==> config.mk <==
export PLATFORM = sky130hd
export DESIGN_NAME = tm_qm0_sched
export DESIGN_NICKNAME = d
export VERILOG_FILES = /design/src/rtl/tm_qm0_sched_pkg.sv /design/src/rtl/sfifo2f_fo.sv /design/src/rtl/tm_qm0_rr_pick.sv /design/src/rtl/tm_qm0_sched.sv
export SDC_FILE = /design/constraint.sdc
export NUM_CORES = 1
export LEC_CHECK = 0
export CAP_MARGIN = 40
export CORE_ASPECT_RATIO = 0.8
export CORE_MARGIN = 2
export CORE_UTILIZATION = 30
export DETAILED_ROUTE_END_ITERATION = 8
export DONT_BUFFER_PORTS = 1
export PLACE_DENSITY = 0.42
export SLEW_MARGIN = 20
export SYNTH_ARGS = -nofsm -noshare
export SYNTH_HDL_FRONTEND = slang
export SYNTH_SLANG_ARGS = --single-unit
==> constraint.sdc <==
create_clock -name clk -period 6.9 [get_ports clk]
set_clock_uncertainty 0.1 [all_clocks]
set_input_delay 1.38 -clock clk [delete_from_list [all_inputs] [get_ports clk]]
set_output_delay 1.38 -clock clk [all_outputs]
set_load 0.03 [all_outputs]
==> src/rtl/tm_qm0_sched_pkg.sv <==
// tm_qm0_sched_pkg -- shared definitions for the first-level queue scheduler.
//
// Contents:
//   QID_NBITS_DEF / NQ_DEF : default queue-id width and queue count (4 bits,
//                            16 queues); override through module parameters.
//   init_state_e           : INIT / RUN state encoding for the init-wait FSM.
//   ERR_*                  : err_code values reported when TM_QM0_SCHED_ERR_EN
//                            is defined.
package tm_qm0_sched_pkg;

  localparam int QID_NBITS_DEF = 4;
  localparam int NQ_DEF = 2 ** QID_NBITS_DEF;

  typedef enum logic {
    ST_INIT = 1'b0,
    ST_RUN  = 1'b1
  } init_state_e;

  localparam logic [1:0] ERR_NONE         = 2'd0;
  localparam logic [1:0] ERR_ACK_EMPTY    = 2'd1;  // ack with no outstanding tag
  localparam logic [1:0] ERR_ENQ_ACTIVE   = 2'd2;  // enq_to_empty on an active qid
  localparam logic [1:0] ERR_DEQ_INACTIVE = 2'd3;  // deq_ack on an inactive qid

endpackage

==> src/rtl/sfifo2f_fo.sv <==
// sfifo2f_fo -- small synchronous FIFO with fall-through head output.
//
// The head entry is visible on dout_o whenever empty_o is low, so a consumer
// can look at the head and pop it in the same cycle. Writes while full and
// reads while empty are ignored.
//
// Ports:
//   clk, rst_n        : clock, asynchronous active-low reset
//   wr_i, din_i       : push request and data
//   rd_i              : pop request
//   dout_o            : current head entry
//   full_o, empty_o   : occupancy flags
module sfifo2f_fo #(
  parameter int WIDTH = 4,
  parameter int DEPTH = 4
) (
  input  logic             clk,
  input  logic             rst_n,
  input  logic             wr_i,
  input  logic [WIDTH-1:0] din_i,
  input  logic             rd_i,
  output logic [WIDTH-1:0] dout_o,
  output logic             full_o,
  output logic             empty_o
);

  localparam int AW = $clog2(DEPTH);

  logic [WIDTH-1:0] mem_q [DEPTH];
  logic [AW-1:0]    wptr_q, rptr_q;
  logic [AW:0]      cnt_q;
  logic             do_wr, do_rd;

  assign full_o  = (cnt_q == (AW+1)'(DEPTH));
  assign empty_o = (cnt_q == '0);
  assign do_wr   = wr_i & ~full_o;
  assign do_rd   = rd_i & ~empty_o;
  assign dout_o  = mem_q[rptr_q];

  always_ff @(posedge clk or negedge rst_n) begin
    if (!rst_n) begin
      wptr_q <= '0;
      rptr_q <= '0;
      cnt_q  <= '0;
    end else begin
      if (do_wr) wptr_q <= wptr_q + 1'b1;
      if (do_rd) rptr_q <= rptr_q + 1'b1;
      case ({do_wr, do_rd})
        2'b10:   cnt_q <= cnt_q + 1'b1;
        2'b01:   cnt_q <= cnt_q - 1'b1;
        default: cnt_q <= cnt_q;
      endcase
    end
  end

  // Storage carries no reset; only the pointers define validity.
  always_ff @(posedge clk) begin
    if (do_wr) mem_q[wptr_q] <= din_i;
  end

endmodule

==> src/rtl/tm_qm0_rr_pick.sv <==
// tm_qm0_rr_pick -- combinational round-robin find-first.
//
// Searches vec_i upward starting at start_i, wrapping from NQ-1 to 0, and
// returns the first set position.
//
// Ports:
//   vec_i   : candidate bitmap (NQ bits)
//   start_i : search start position
//   found_o : at least one bit of vec_i is set
//   qid_o   : first set position at or after start_i (start_i when none)
module tm_qm0_rr_pick
  import tm_qm0_sched_pkg::*;
#(
  parameter int QID_NBITS = QID_NBITS_DEF
) (
  input  logic [2**QID_NBITS-1:0] vec_i,
  input  logic [QID_NBITS-1:0]    start_i,
  output logic                    found_o,
  output logic [QID_NBITS-1:0]    qid_o
);

  localparam int NQ = 2 ** QID_NBITS;

  // Walk offsets from far to near so the closest hit is the last assignment.
  // The offset addition wraps naturally at the qid width.
  always_comb begin
    found_o = 1'b0;
    qid_o   = start_i;
    for (int i = NQ - 1; i >= 0; i--) begin
      logic [QID_NBITS-1:0] idx;
      idx = start_i + QID_NBITS'(i);
      if (vec_i[idx]) begin
        found_o = 1'b1;
        qid_o   = idx;
      end
    end
  end

endmodule

==> src/rtl/tm_qm0_sched.sv <==
// tm_qm0_sched -- first-level queue dequeue scheduler / request sequencer
// in front of the per-queue depth tracker (tm_qm0_depth).
//
// Forwards egress enqueues to the tracker, keeps an "active" (non-empty)
// bitmap from the tracker's enq_to_empty / deq_from_emptyp2 responses and
// issues round-robin dequeues whenever the port scheduler is ready. Traffic
// is held off for INIT_CYCLES after reset while the tracker clears its RAM.
//
// Ports:
//   clk, rst_n                   : clock, asynchronous active-low reset
//   up_enq_req/up_enq_qid        : enqueue request from the egress processor
//   up_enq_rdy                   : enqueue accepted when req & rdy
//   sch_rdy                      : port scheduler can take one dequeue
//   enq_req/enq_qid              : enqueue command to the tracker
//   deq_req/deq_qid              : dequeue command to the tracker / issued strobe
//   enq_ack/enq_to_empty         : tracker enqueue response (in order)
//   deq_ack/deq_from_emptyp2     : tracker dequeue response (in order)
//   init_done                    : init wait complete
//   active_cnt                   : number of active queues
//   err/err_code                 : only with TM_QM0_SCHED_ERR_EN defined; sticky
//                                  first-error flag and code
module tm_qm0_sched
  import tm_qm0_sched_pkg::*;
#(
  parameter int QID_NBITS   = QID_NBITS_DEF,
  parameter int TAG_DEPTH   = 4,
  parameter int INIT_CYCLES = 2 ** QID_NBITS + 2
) (
  input  logic                 clk,
  input  logic                 rst_n,
  input  logic                 up_enq_req,
  input  logic [QID_NBITS-1:0] up_enq_qid,
  output logic                 up_enq_rdy,
  input  logic                 sch_rdy,
  output logic                 enq_req,
  output logic [QID_NBITS-1:0] enq_qid,
  output logic                 deq_req,
  output logic [QID_NBITS-1:0] deq_qid,
  input  logic                 enq_ack,
  input  logic                 enq_to_empty,
  input  logic                 deq_ack,
  input  logic                 deq_from_emptyp2,
  output logic                 init_done,
  output logic [QID_NBITS:0]   active_cnt
`ifdef TM_QM0_SCHED_ERR_EN
  ,
  output logic                 err,
  output logic [1:0]           err_code
`endif
);

  localparam int NQ    = 2 ** QID_NBITS;
  localparam int CNT_W = $clog2(INIT_CYCLES) + 1;
  localparam logic [CNT_W-1:0] CNT_LAST = CNT_W'(INIT_CYCLES - 1);

  // ---------------- init wait FSM ----------------
  init_state_e      state_q, state_d;
  logic [CNT_W-1:0] init_cnt_q, init_cnt_d;
  logic             run;

  always_ff @(posedge clk or negedge rst_n) begin
    if (!rst_n) begin
      state_q    <= ST_INIT;
      init_cnt_q <= '0;
    end else begin
      state_q    <= state_d;
      init_cnt_q <= init_cnt_d;
    end
  end

  always_comb begin
    state_d    = state_q;
    init_cnt_d = init_cnt_q;
    case (state_q)
      ST_INIT: begin
        if (init_cnt_q == CNT_LAST) state_d = ST_RUN;
        else                        init_cnt_d = init_cnt_q + 1'b1;
      end
      ST_RUN:  state_d = ST_RUN;
      default: state_d = ST_INIT;
    endcase
  end

  assign run       = (state_q == ST_RUN);
  assign init_done = run;

  // ---------------- enqueue path ----------------
  logic                 enq_full, enq_empty, enq_accept, enq_pop;
  logic [QID_NBITS-1:0] enq_head;
  logic                 enq_req_q;
  logic [QID_NBITS-1:0] enq_qid_q;

  assign up_enq_rdy = run & ~enq_full;
  assign enq_accept = up_enq_req & up_enq_rdy;
  assign enq_pop    = enq_ack & ~enq_empty;

  // The tag is pushed on the accept edge so the full flag already covers the
  // request that is being forwarded this cycle.
  sfifo2f_fo #(.WIDTH(QID_NBITS), .DEPTH(TAG_DEPTH)) u_enq_tag (
    .clk     (clk),
    .rst_n   (rst_n),
    .wr_i    (enq_accept),
    .din_i   (up_enq_qid),
    .rd_i    (enq_ack),
    .dout_o  (enq_head),
    .full_o  (enq_full),
    .empty_o (enq_empty)
  );

  // ---------------- dequeue path ----------------
  logic [NQ-1:0]        active_q, active_d;
  logic [NQ-1:0]        pending_q, pending_d;
  logic [NQ-1:0]        eligible;
  logic [QID_NBITS-1:0] rr_ptr_q, rr_ptr_d;
  logic                 pick_found, deq_issue, deq_full, deq_empty, deq_pop;
  logic [QID_NBITS-1:0] pick_qid, deq_head;
  logic                 deq_req_q;
  logic [QID_NBITS-1:0] deq_qid_q;
  logic [QID_NBITS:0]   active_cnt_q, active_cnt_d;

  // A queue with a dequeue in flight is skipped until its ack returns, so the
  // scheduler can never run a queue below its tracked depth.
  assign eligible = active_q & ~pending_q;

  tm_qm0_rr_pick #(.QID_NBITS(QID_NBITS)) u_rr_pick (
    .vec_i   (eligible),
    .start_i (rr_ptr_q),
    .found_o (pick_found),
    .qid_o   (pick_qid)
  );

  assign deq_issue = run & sch_rdy & pick_found & ~deq_full;
  assign deq_pop   = deq_ack & ~deq_empty;

  sfifo2f_fo #(.WIDTH(QID_NBITS), .DEPTH(TAG_DEPTH)) u_deq_tag (
    .clk     (clk),
    .rst_n   (rst_n),
    .wr_i    (deq_issue),
    .din_i   (pick_qid),
    .rd_i    (deq_ack),
    .dout_o  (deq_head),
    .full_o  (deq_full),
    .empty_o (deq_empty)
  );

  // Dequeue clears are applied before the enqueue set so a set on the same
  // qid wins; a drained queue gets re-activated by a racing enqueue.
  always_comb begin
    active_d  = active_q;
    pending_d = pending_q;
    rr_ptr_d  = rr_ptr_q;
    if (deq_pop) begin
      pending_d[deq_head] = 1'b0;
      if (!deq_from_emptyp2) active_d[deq_head] = 1'b0;
    end
    if (enq_pop && enq_to_empty) active_d[enq_head] = 1'b1;
    if (deq_issue) begin
      pending_d[pick_qid] = 1'b1;
      rr_ptr_d            = pick_qid + QID_NBITS'(1);
    end
    active_cnt_d = '0;
    for (int i = 0; i < NQ; i++) begin
      active_cnt_d = active_cnt_d + (QID_NBITS+1)'(active_d[i]);
    end
  end

  always_ff @(posedge clk or negedge rst_n) begin
    if (!rst_n) begin
      active_q     <= '0;
      pending_q    <= '0;
      rr_ptr_q     <= '0;
      active_cnt_q <= '0;
      enq_req_q    <= 1'b0;
      enq_qid_q    <= '0;
      deq_req_q    <= 1'b0;
      deq_qid_q    <= '0;
    end else begin
      active_q     <= active_d;
      pending_q    <= pending_d;
      rr_ptr_q     <= rr_ptr_d;
      active_cnt_q <= active_cnt_d;
      enq_req_q    <= enq_accept;
      if (enq_accept) enq_qid_q <= up_enq_qid;
      deq_req_q    <= deq_issue;
      if (deq_issue) deq_qid_q <= pick_qid;
    end
  end

  assign enq_req    = enq_req_q;
  assign enq_qid    = enq_qid_q;
  assign deq_req    = deq_req_q;
  assign deq_qid    = deq_qid_q;
  assign active_cnt = active_cnt_q;

`ifdef TM_QM0_SCHED_ERR_EN
  // ---------------- protocol error capture ----------------
  logic       err_q;
  logic [1:0] err_code_q;
  logic       err_hit;
  logic [1:0] err_hit_code;
  logic       enq_head_active;

  // Activity of the enqueue head as seen after any same-cycle dequeue clear.
  assign enq_head_active = active_q[enq_head] &
                           ~(deq_pop & ~deq_from_emptyp2 & (deq_head == enq_head));

  always_comb begin
    err_hit      = 1'b0;
    err_hit_code = ERR_NONE;
    if ((enq_ack && enq_empty) || (deq_ack && deq_empty)) begin
      err_hit      = 1'b1;
      err_hit_code = ERR_ACK_EMPTY;
    end else if (deq_pop && !active_q[deq_head]) begin
      err_hit      = 1'b1;
      err_hit_code = ERR_DEQ_INACTIVE;
    end else if (enq_pop && enq_to_empty && enq_head_active) begin
      err_hit      = 1'b1;
      err_hit_code = ERR_ENQ_ACTIVE;
    end
  end

  // Only the first error is recorded.
  always_ff @(posedge clk or negedge rst_n) begin
    if (!rst_n) begin
      err_q      <= 1'b0;
      err_code_q <= ERR_NONE;
    end else if (!err_q && err_hit) begin
      err_q      <= 1'b1;
      err_code_q <= err_hit_code;
    end
  end

  assign err      = err_q;
  assign err_code = err_code_q;
`endif

endmodule
==> results of run 1 <==
[logic make-up (layout without fill, tap and decap cells)]
logic type / after synthesis / in the layout / synth area share (%)
AND/OR/NAND/NOR: 191 / 191 / 13.9
AO/OA/AOI/OAI: 159 / 159 / 13.8
flip-flops: 104 / 104 / 36.8
multiplexers: 87 / 87 / 18.3
buffers and inverters: 70 / 78 / 4.32
adder cells (fa/ha/maj): 40 / 40 / 7.88
XOR/XNOR: 39 / 39 / 5.01
[sequential cells by signal, indices dropped and copies added, names as in the netlist]
signal	count
deq_qid	4
u_enq_tag.rptr_q	2
enq_req	1
rr_ptr_q	4
init_cnt_q	6
u_deq_tag.cnt_q	3
u_enq_tag.mem_q	16
enq_qid	4
u_deq_tag.rptr_q	2
active_cnt	5
u_enq_tag.wptr_q	2
u_deq_tag.wptr_q	2
deq_req	1
init_done	1
u_deq_tag.mem_q	16
u_enq_tag.cnt_q	3
active_q	16
pending_q	16
[placed cells by master, fill, tap and decap left out, drive strengths merged, types with 6 or more instances in the layout]
| cell | n |
|---|---|
| nand2 | 56 |
| xnor2 | 27 |
| or2 | 9 |
| nor3 | 6 |
| and2 | 6 |
| nor2b | 18 |
| xor2 | 12 |
| o31ai | 7 |
| edfxtp | 32 |
| o21ai | 69 |
| dfrtp | 72 |
| nand2b | 26 |
| o211ai | 6 |
| inv | 48 |
| o21a | 6 |
| fa | 12 |
| mux4 | 37 |
| a21oi | 20 |
| clkbuf | 11 |
| a31oi | 8 |
| mux2 | 16 |
| o22ai | 6 |
| buf | 15 |
| mux2i | 34 |
| nor2 | 25 |
| ha | 28 |
| nand3 | 9 |
[per-layer routing]
| metal | part of all wire [%] | up-vias |
|---|---|---|
| met3 | 4.6 | 26 |
| li1 | - | 2552 |
| met5 | 0 | - |
| met2 | 42 | 132 |
| met1 | 52 | 2768 |
| met4 | 1.4 | 0 |
[metrics by stage]
stage | cell area [um^2] | setup slack (ps) | instances | hold WS, ps
2_1_floorplan | 7500 | 1630 | 690 | 346
3_3_place_gp | 7850 | 1400 | 996 | 374
3_5_place_dp | 7860 | 1330 | 998 | 381
4_1_cts | 8160 | 1570 | 1014 | 395
5_1_grt | 8170 | 1160 | 1016 | 413
6_report | 8170 | 1640 | 1016 | 392
[final timing paths]
| check | to | slack, ps | start | depth (start not counted) |
|---|---|---|---|---|
| worst min-delay path | init_cnt_q[5] | 390 | init_cnt_q[5] | 1 |
| worst max-delay path | active_cnt[4] | 1640 | u_deq_tag.rptr_q[0] | 16 |
| max in group asynchronous | active_q[5] | 5930 | rst_n | 0 |
| min in group asynchronous | u_enq_tag.wptr_q[0] | 610 | rst_n | 0 |
| worst min register to register | init_cnt_q[5] | 390 | init_cnt_q[5] | 1 |
| worst max register to register | active_cnt[4] | 1640 | u_deq_tag.rptr_q[0] | 16 |
[layout make-up]
cell class | count | share of cell area, %
timing repair buffer | 17 | 1.42
tap | 318 | 4.87
inverter | 45 | 2.16
multi-input combinational | 516 | 54.1
clock inverter | 7 | 0.858
sequential | 104 | 33.8
clock buffer | 9 | 2.76
==> results summary, run 1 <==
The flow ran to the end, and the final reports show no timing, DRC or antenna violations. At the end of routability-driven placement, the weighted congestion stood at 0.849. The total overflow left after global routing is 0. Timing would allow up to approximately 190 MHz. The number of nets in the layout is ~750. The arrival time of the worst setup path is 5460 ps.

The iteration count of the initial detailed-routing pass came out at 5. The area added between synthesis and finish is 8.91%. The flip-flop and latch count after synthesis is 104. The global-route wire length before repair came out at 33.7 mm. Setup repair after global routing left no endpoint under its margin. The met3 global-route usage came out at under 10%. STA classifies the critical path endpoint as a flop.

The number of placement rows came out at a little over 50. The number of hold-slack violations in the final timing report came out at 0. 29 I/O pins were placed.

The synthesized design spends more area on one cell type than any other, namely dfrtp_1. At the end of the flow the core is filled with cells to about a third. The insertion delay to the later sink of the worst-skew pair came out at 350 ps. Setup violations remaining at the end of the flow were counted as 0. For met2 alone, demand over resource in global routing was between 20% and 30%. TritonCTS built the clock tree. The total core area is between 0.02 and 0.025 mm^2.

The total area of sequential cells is ~0.0028 mm^2. The largest single stage delay on the critical path is roughly 630 ps. The proportion of netlist area held by the largest area contributor is between 20% and 30%.

The worst path required time is just over 7000 ps. The critical path class is reg2reg. The average via count per standard cell is around 5.4. The clock input transition at the sequential cells of the worst setup and hold paths is roughly 80 ps.

The number of vias after detailed routing came out at roughly 5500. After routing, the total negative slack on setup checks comes to 0 ps. The remaining max-slew budget at the tightest pin came out at about two fifths.

Entering global routing, the biggest net connects 73 pins. By area the synthesized netlist is led by dfrtp_1 (24%), edfxtp_1 (13%), mux4_2 (11%). The mean instance size in the synthesized netlist came out at about 11 um^2. The maximum fanout along the worst path came out at 6. The final period demand of the worst path came out at around 5300 ps. The worst setup path is launched from a flop.

In this design, the critical path's most frequently occurring cell is fa_1. The worst hold path belongs to the class reg2reg. The number of clock sinks is 104.

The total clock buffers created by CTS came out at 9. The max-slew violation count came out at 0. The count of cell types in the netlist came out at 82.

The synthesized netlist net count came out at between 700 and 800. Among all flip-flop cells after synthesis, the most frequent one is dfrtp_1. The number of routed nets with antenna violations is 0. The signal on the critical path passes through mux4_2 -> or2_2 -> or3_1 -> o21ai_0 -> o21ai_0 -> inv_1 -> fa_1 -> inv_1 -> fa_1 -> fa_1 -> fa_1 -> ha_1 -> inv_1 -> fa_1 -> nor2b_1 -> o21a_1. The multi-input logic area came out at approximately 0.0044 mm^2. The number of setup buffers added after CTS is 0. The maximum number of buffers from clock root to sink came out at 2. The estimated wirelength of the detail-placed design came out at ~16 mm. 0 antenna diodes ended up in the layout. At the pin with the least slew margin, the transition time is 866 ps. The first-iteration detailed-routing DRC count is between 400 and 500. The overall routing resource usage came out at 16.4%. By count the netlist is led by dfrtp_1 (72), o21ai_0 (59), nand2_1 (54). The initial core utilization came out at a little over 30%. The overall die area is 0.0263 mm^2. The number of antenna violations at the first check in global routing came out at 0. The Yosys warning count is 0.

The area of the mapped netlist is around 0.0075 mm^2. The met1 track demand over resource is about 25%. The number of max-capacitance violations reported is 0. The quantity of hold-fixing buffers added after cts came out at 0.

CTS placed an instance of clkbuf_16 at the clock tree root. The final routed DRC violation total is 0. The largest individual stage delay along the critical path comes from the cell mux4_2. The number of I/O port buffers is 0. The synthesized instance count came out at 690.

The share of flip-flops with an asynchronous set or reset after synthesis is 69.2%. The fraction of layout instances using a drive strength above 1 is around 16%. The number of global-route vias before repair came out at 5615. The total number of H-tree levels came out at 3. The number of buffer and inverter instances along the worst setup path came out at 3.

The post-route fraction of the period consumed by the critical path is about three quarters. dfrtp_1 is the most common cell in the netlist. The die extent in y is approximately 150 um. Broken down by cell family, the worst path's largest delay share belongs to adder cells. The die outline width is ~180 um. Once the clock tree was built, the resizer swapped 0 gates to a different size.

The busiest layer in global routing is met1. The average wire per cell in the routed design is a little over 20 um. Summed over all layers, the routed wires come to ~21 mm. The synthesized design contains 32 enable-type register cells. The sequential fraction of the synthesis area is ~37%. The final-layout fill cell count is about 2500.
Power of run 1 is not shown: default switching activity piles up to over one toggle a cycle in this logic, so the estimate is an artifact.
==> inputs of run 2 (changes only) <==
- ABC_AREA: not set -> 1
- PLACE_DENSITY: 0.42 -> 0.43
- clock period: 6.9 -> 4.8 ns (I/O delays scaled with it)
==> run 2 against run 1 <==
Net effect: sequential share of layout area up 2.2 points; clock-buffer cell count unchanged; die area is 12% lower; worst setup slack got worse by 1400 ps; non-clock buffer count is 26 higher; via count rose by 2.4%; core utilization rose by 2.2 points; register-to-register slack worse by 1400 ps; synthesized area shrank 12%.
==> results summary, run 2 <==
The number of placed I/O pins came out at 29 (unchanged). The sequential fraction of the synthesis area was 42.0% (was 36.8%). The total routed wirelength is 18.9 mm (was 20.9 mm). The class of the worst hold path is in2async (was reg2reg). The antenna cell count came out at 0 (unchanged). The number of placement rows is 48 (was 51). The insertion delay to the later sink of the worst-skew pair came out at 360 ps (was 350 ps). The average wire per cell in the routed design came out at 16.2 um (was 20.6 um). Top area cells in the synthesized netlist: dfrtp_1 (27%), edfxtp_1 (15%), nand2_1 (13%) (was dfrtp_1 (24%), edfxtp_1 (13%), mux4_2 (11%)). The overall die area was 0.0231 mm^2 (was 0.0263 mm^2). The initial core utilization is 30.5% (was 30.7%). The setup-violating endpoint count in the final report was 0 (unchanged). The number of nets in the layout is 938 (was 745). The arrival time of the worst setup path is 4760 ps (was 5460 ps). The number of global-route vias before repair is 5297 (was 5615). The area added between synthesis and finish came out at 16.7% (was 8.91%).

The proportion of netlist area held by the largest area contributor came out at 27.4% (was 24.0%). The slew at the pin with the worst max-slew slack is 819 ps (was 866 ps). The highest routing layer actually used is met4 (unchanged). The average via count per standard cell came to 4.81 (was 5.39).

The most frequently used cell type in the post-synthesis netlist was nand2_1 (was dfrtp_1). The number of flops mapped to enable cells by yosys was 32 (unchanged). The number of clock sinks is 104 (unchanged).

The flip-flop and latch count after synthesis came out at 104 (unchanged). The maximum number of buffers from clock root to sink is 2 (unchanged). The post-route fraction of the period consumed by the critical path came out at 95.8% (was 76.3%). The top cell type by total area after synthesis is dfrtp_1 (unchanged).

The aggregate global routing overflow is 0 (unchanged). The final period demand of the worst path came out at 4600 ps (was 5260 ps). The synthesized netlist net count is 900 (was 742). The die outline width came out at 170 um (was 181 um).

The total clock buffers created by CTS is 9 (unchanged). Most used standard cells in the synthesized netlist: nand2_1 (223), inv_1 (125), nand3_1 (103) (was dfrtp_1 (72), o21ai_0 (59), nand2_1 (54)). The area of the mapped netlist is 0.00658 mm^2 (was 0.00750 mm^2). The die extent in y came to 136 um (was 145 um). The CTS tree is done (unchanged). The number of routed nets with antenna violations came out at 0 (unchanged). The fraction of layout instances using a drive strength above 1 came out at 15.8% (was 15.9%). The count of cell types in the netlist is 35 (was 82). The final estimated routing congestion in global placement came out at 0.874 (was 0.849). The largest net degree at the start of global routing came to 73 (unchanged). The total number of H-tree levels came out at 3 (unchanged). The remaining max-slew budget at the tightest pin is 45.2% (was 41.9%). The maximum fanout along the worst path is 9 (was 6). The most used flip-flop cell after synthesis is dfrtp_1 (unchanged). The routed length on met1 came out at 10.0 mm (was 10.9 mm). The cell area after placement was 0.00707 mm^2 (was 0.00786 mm^2).

The worst path required time came out at 4960 ps (was 7100 ps). Setup repair after global routing missed its margin: yes (was no). The total met3 wirelength after detailed routing came out at 807 um (was 972 um).

The critical path class is reg2reg (unchanged). The category of the worst setup path launch point is a flop (unchanged). The final routed DRC violation total is 0 (unchanged).

The total core area is 0.0216 mm^2 (was 0.0244 mm^2). The global-route wire length before repair was 30.1 mm (was 33.7 mm). The estimated wirelength of the detail-placed design was 14.3 mm (was 16.3 mm). The design area is 0.00768 mm^2 (was 0.00817 mm^2). The detailed route wirelength on metal2 came out at 7.92 mm (was 8.82 mm). The number of max-capacitance violations reported came out at 0 (unchanged).

Commonest cells after routing, fill and taps aside: nand2_1 (214), inv_1 (110), nand3_1 (103), dfrtp_1 (70), o21ai_0 (49) (was dfrtp_1 (72), o21ai_0 (59), nand2_1 (54), inv_1 (41), mux4_2 (35)). The number of I/O port buffers came out at 0 (unchanged). The first-iteration detailed-routing DRC count came out at 421 (was 425). The maximum frequency from static timing analysis came to 217 MHz (was 190 MHz). The max-slew violation count came to 0 (unchanged). The number of antenna violations at the first check in global routing is 0 (unchanged). The Yosys warning count came to 0 (unchanged).

The share of flip-flops with an asynchronous set or reset after synthesis is 69.2% (unchanged). The setup TNS was 0 ps (unchanged). The number of hold-slack violations in the final timing report is 0 (unchanged). Result of the run: finished clean (unchanged). The synthesized instance count came out at 848 (was 690). The mean instance size in the synthesized netlist is 7.76 um^2 (was 10.9 um^2). The iteration count of the initial detailed-routing pass is 5 (unchanged). The commonest non-fill, non-tap cell in the layout was nand2_1 (was dfrtp_1).

The overall routing resource usage came out at 16.9% (was 16.4%). The capturing element type of the critical path is a flop (unchanged). The quantity of hold-fixing buffers added after cts is 0 (unchanged). The number of vias after detailed routing was 5612 (was 5478).

The cell chosen for the clock root is clkbuf_16 (unchanged). The clock input transition at the sequential cells of the worst setup and hold paths is 90 ps (was 80 ps).
==> run 2: cell count changes in the layout (fill, tap and decap cells not counted), sizes merged, moves of 7 or more <==
cell and delta:
nand2 +170, mux2 -15, mux4 -37, buf +28
a21oi +22, xnor2 -21, mux2i -34, a32oi +7
o21ai +14, nor2b -18, nand3 +96, nand2b -26
inv +91, nor2 +19
==> run 2: what timing repair did <==
action | CTS | global route
buffers inserted | 0 | 11
gates resized for setup | 9 | 78
gates cloned | 0 | 2
setup endpoints to repair | 2 | 4
pin swaps | 0 | 14
==> run 2: cell families (layout without fill, tap and decap cells) <==
family          after synthesis  count (layout)  synth area share (%)
fa+ha+maj                    40              40                  8.98
flops                       104             104                  42.0
mux                           1               1                 0.171
simple gates                387             387                  24.7
buf+inv                     154             197                  9.30
xor+xnor                     21              21                  3.25
compound gates              141             141                  11.6
==> run 2: area by class of cell <==
cell class              instances  area (um^2)
clock inverters                 7         73.8
repair buffers                 43          330
well taps                     275          344
flip-flops and latches        104         2770
inverters                     136          522
clock buffers                   9          225
fillers                      2219        13900
repair inverters                2         12.5
multi-input cells             590         3400
==> run 2: worst paths after layout <==
path	start	endpoint	slack [ps]	cells past startpoint
max in group asynchronous	rst_n	u_deq_tag.rptr_q[0]	4240	0
hold / removal	rst_n	u_enq_tag.wptr_q[0]	190	0
hold reg to reg	init_cnt_q[5]	init_cnt_q[5]	380	1
setup / recovery	u_enq_tag.rptr_q[0]	active_cnt[1]	200	17
setup reg to reg	u_enq_tag.rptr_q[0]	active_cnt[1]	200	17
min in group clk	init_cnt_q[5]	init_cnt_q[5]	380	1
==> run 2: through the flow <==
stage          cells  setup WS (ps)  hold WS [ps]  utilization (%)
2_1_floorplan    848           77.4           342                -
3_3_place_gp    1137          -51.0           357             32.8
3_5_place_dp    1137           -133           357             32.8
4_1_cts         1153           15.1           173             34.3
5_1_grt         1166          -81.8           166             35.6
6_report        1166            200           185             35.6
==> run 2: per-layer routing <==
metal,track usage (%),vias up
li1,-,2827
met1,26.3,2654
met2,25.3,120
met3,2.53,11
met4,2.42,0
met5,0,-
==> run 2: critical path, cell delays in order (launching register included) <==
cell	delay (ps)
dfrtp_2	450
buf_6	150
a21oi_1	140
a32oi_2	90
buf_4	160
nor2_1	140
nand2_1	130
o21ai_2	180
inv_1	80
fa_1	550
inv_2	40
fa_1	520
fa_1	440
fa_1	550
ha_2	180
inv_2	40
fa_2	520
inv_2	30
Power of run 2 is left out for the same reason.
==> inputs of run 3 (changes only) <==
- CORE_UTILIZATION: 30 -> 34
- PLACE_DENSITY: 0.43 -> 0.46
- clock period: 4.8 -> 5.3 ns (I/O delays scaled with it)
==> run 3 against run 2 <==
Net effect: die area decreased by 11%; wire length fell by 5.2%; cell area is 5.7% lower; global-route usage grew 1.6 points; critical path depth grew 1; critical path type unchanged; clock-buffer cell count increased by 1; non-clock buffer count is 29 lower; final cell count is 4.1% lower.
==> results summary, run 3 (synthesis results as in run 2) <==
The aggregate global routing overflow came out at 0 (unchanged). The global-route wire length before repair is 29.6 mm (was 30.1 mm). Result of the run: finished clean (unchanged). The maximum frequency from static timing analysis was 201 MHz (was 217 MHz). The clock input transition at the sequential cells of the worst setup and hold paths came out at 70 ps (was 90 ps). The total core area was 0.0190 mm^2 (was 0.0216 mm^2). The quantity of hold-fixing buffers added after cts is 0 (unchanged). The post-route fraction of the period consumed by the critical path came out at 93.7% (was 95.8%). The final-layout fill cell count is 1959 (was 2219).

The number of max-capacitance violations reported is 0 (unchanged). The worst slack after detailed placement is 183 ps (was -133 ps). The area added between synthesis and finish is 9.98% (was 16.7%). The estimated wirelength of the detail-placed design came to 13.9 mm (was 14.3 mm).

The fraction of layout instances using a drive strength above 1 came out at 6.51% (was 15.8%). The slew at the pin with the worst max-slew slack came out at 856 ps (was 819 ps). The overall routing resource usage came to 18.5% (was 16.9%).

The final routed DRC violation total came out at 0 (unchanged). The worst path required time is 5440 ps (was 4960 ps). The average via count per standard cell came out at 5.00 (was 4.81). The total number of H-tree levels came out at 3 (unchanged). The number of global-route vias before repair is 5439 (was 5297). The number of setup buffers added after CTS came out at 0 (unchanged). The CTS tree was done (unchanged).

The final estimated routing congestion in global placement came out at 0.929 (was 0.874). The cell chosen for the clock root is clkbuf_16 (unchanged). The final period demand of the worst path is 4970 ps (was 4600 ps). The number of clock sinks is 104 (unchanged).

The number of hold-slack violations in the final timing report came to 0 (unchanged). The die extent in y came to 128 um (was 136 um). The setup-violating endpoint count in the final report is 0 (unchanged). The largest net degree at the start of global routing is 73 (unchanged).

The maximum number of buffers from clock root to sink is 2 (unchanged). The number of nets in the layout is 907 (was 938). The overall die area came out at 0.0205 mm^2 (was 0.0231 mm^2).

The commonest non-fill, non-tap cell in the layout is nand2_1 (unchanged). The class of the worst hold path is in2async (unchanged). The insertion delay to the later sink of the worst-skew pair is 360 ps (about the same).

The setup slack after layout is 331 ps (was 200 ps). The average wire per cell in the routed design came out at 16.0 um (was 16.2 um). The maximum fanout along the worst path was 10 (was 9). The total instance count after detailed placement came out at 1102 (was 1137). The number of routed nets with antenna violations came out at 0 (unchanged). The category of the worst setup path launch point is a flop (unchanged). The capturing element type of the critical path is a flop (unchanged). The antenna cell count came out at 0 (unchanged). The number of placed I/O pins is 29 (unchanged). The number of vias after detailed routing is 5585 (was 5612).

The first-iteration detailed-routing DRC count came out at 432 (was 421). The critical path class is reg2reg (unchanged). The remaining max-slew budget at the tightest pin is 42.7% (was 45.2%). The die outline width came to 160 um (was 170 um).

The number of antenna violations at the first check in global routing is 0 (unchanged). The total clock buffers created by CTS came to 9 (unchanged). The max-slew violation count came out at 0 (unchanged). The total routed wirelength came out at 17.9 mm (was 18.9 mm). The arrival time of the worst setup path came out at 5110 ps (was 4760 ps).

The count of non-filler cells in the finished layout came out at 1118 (was 1166). The initial core utilization was 34.7% (was 30.5%). Commonest cells after routing, fill and taps aside: nand2_1 (223), inv_1 (125), nand3_1 (103), dfrtp_1 (72), o21ai_0 (68) (was nand2_1 (214), inv_1 (110), nand3_1 (103), dfrtp_1 (70), o21ai_0 (49)). The number of I/O port buffers is 0 (unchanged). The iteration count of the initial detailed-routing pass came out at 5 (unchanged). The number of placement rows was 45 (was 48).
-- run 3: critical path, cell delays in order (launching register included) --
cell,delay (ps)
dfrtp_1,480
clkinv_1,180
nand2_1,70
a32oi_1,380
inv_1,130
nor2_1,240
nand2_1,120
o21ai_0,240
o21ai_0,170
inv_1,100
fa_1,420
inv_1,80
fa_1,430
fa_1,460
fa_1,500
ha_1,170
inv_1,50
fa_1,400
xnor2_1,140
-- run 3: cell type report --
cell class | count | area (um^2) | share of cell area, %
inverters | 136 | 513 | 7.09
multi-input cells | 590 | 3230 | 44.7
clock buffers | 10 | 229 | 3.16
clock inverters | 6 | 68.8 | 0.951
repair buffers | 14 | 105 | 1.45
flip-flops and latches | 104 | 2760 | 38.2
well taps | 258 | 323 | 4.46
-- run 3: worst paths after layout --
check                                    startpoint  cells after the start             endpoint  slack (ps)
worst min register to register  u_enq_tag.rptr_q[1]                      1  u_enq_tag.rptr_q[1]         370
min in group clk                u_enq_tag.rptr_q[1]                      1  u_enq_tag.rptr_q[1]         370
worst max register to register  u_deq_tag.rptr_q[0]                     18        active_cnt[2]         330
worst min-delay path                          rst_n                      0           enq_qid[0]         290
worst max-delay path            u_deq_tag.rptr_q[0]                     18        active_cnt[2]         330
max in group asynchronous                     rst_n                      0          rr_ptr_q[1]        4700
-- run 3: metal layers --
layer	track usage (%)	routed length [um]	share of wire [%]
met4	4.49	277	1.5
met3	3.64	1020	5.7
met1	26.7	8880	50
met5	0	0	0
met2	28.7	7710	43
-- run 3: metrics by stage --
step / util (%) / setup TNS [ps] / hold WS, ps / cell area (um^2)
4_1_cts: 38.0 / 0 / 275 / 7210
6_report: 38.1 / 0 / 290 / 7240
2_1_floorplan: - / 0 / 342 / 6580
3_5_place_dp: 36.4 / 0 / 363 / 6910
5_1_grt: 38.1 / -8.49 / 272 / 7240
3_3_place_gp: 36.4 / 0 / 360 / 6910
-- run 3: what timing repair did --
item / in CTS / in global routing
setup endpoints to repair: 0 / 3
resized for setup: 0 / 4
hold endpoints to repair: 0 / 0
Power of run 3 is left out for the same reason.
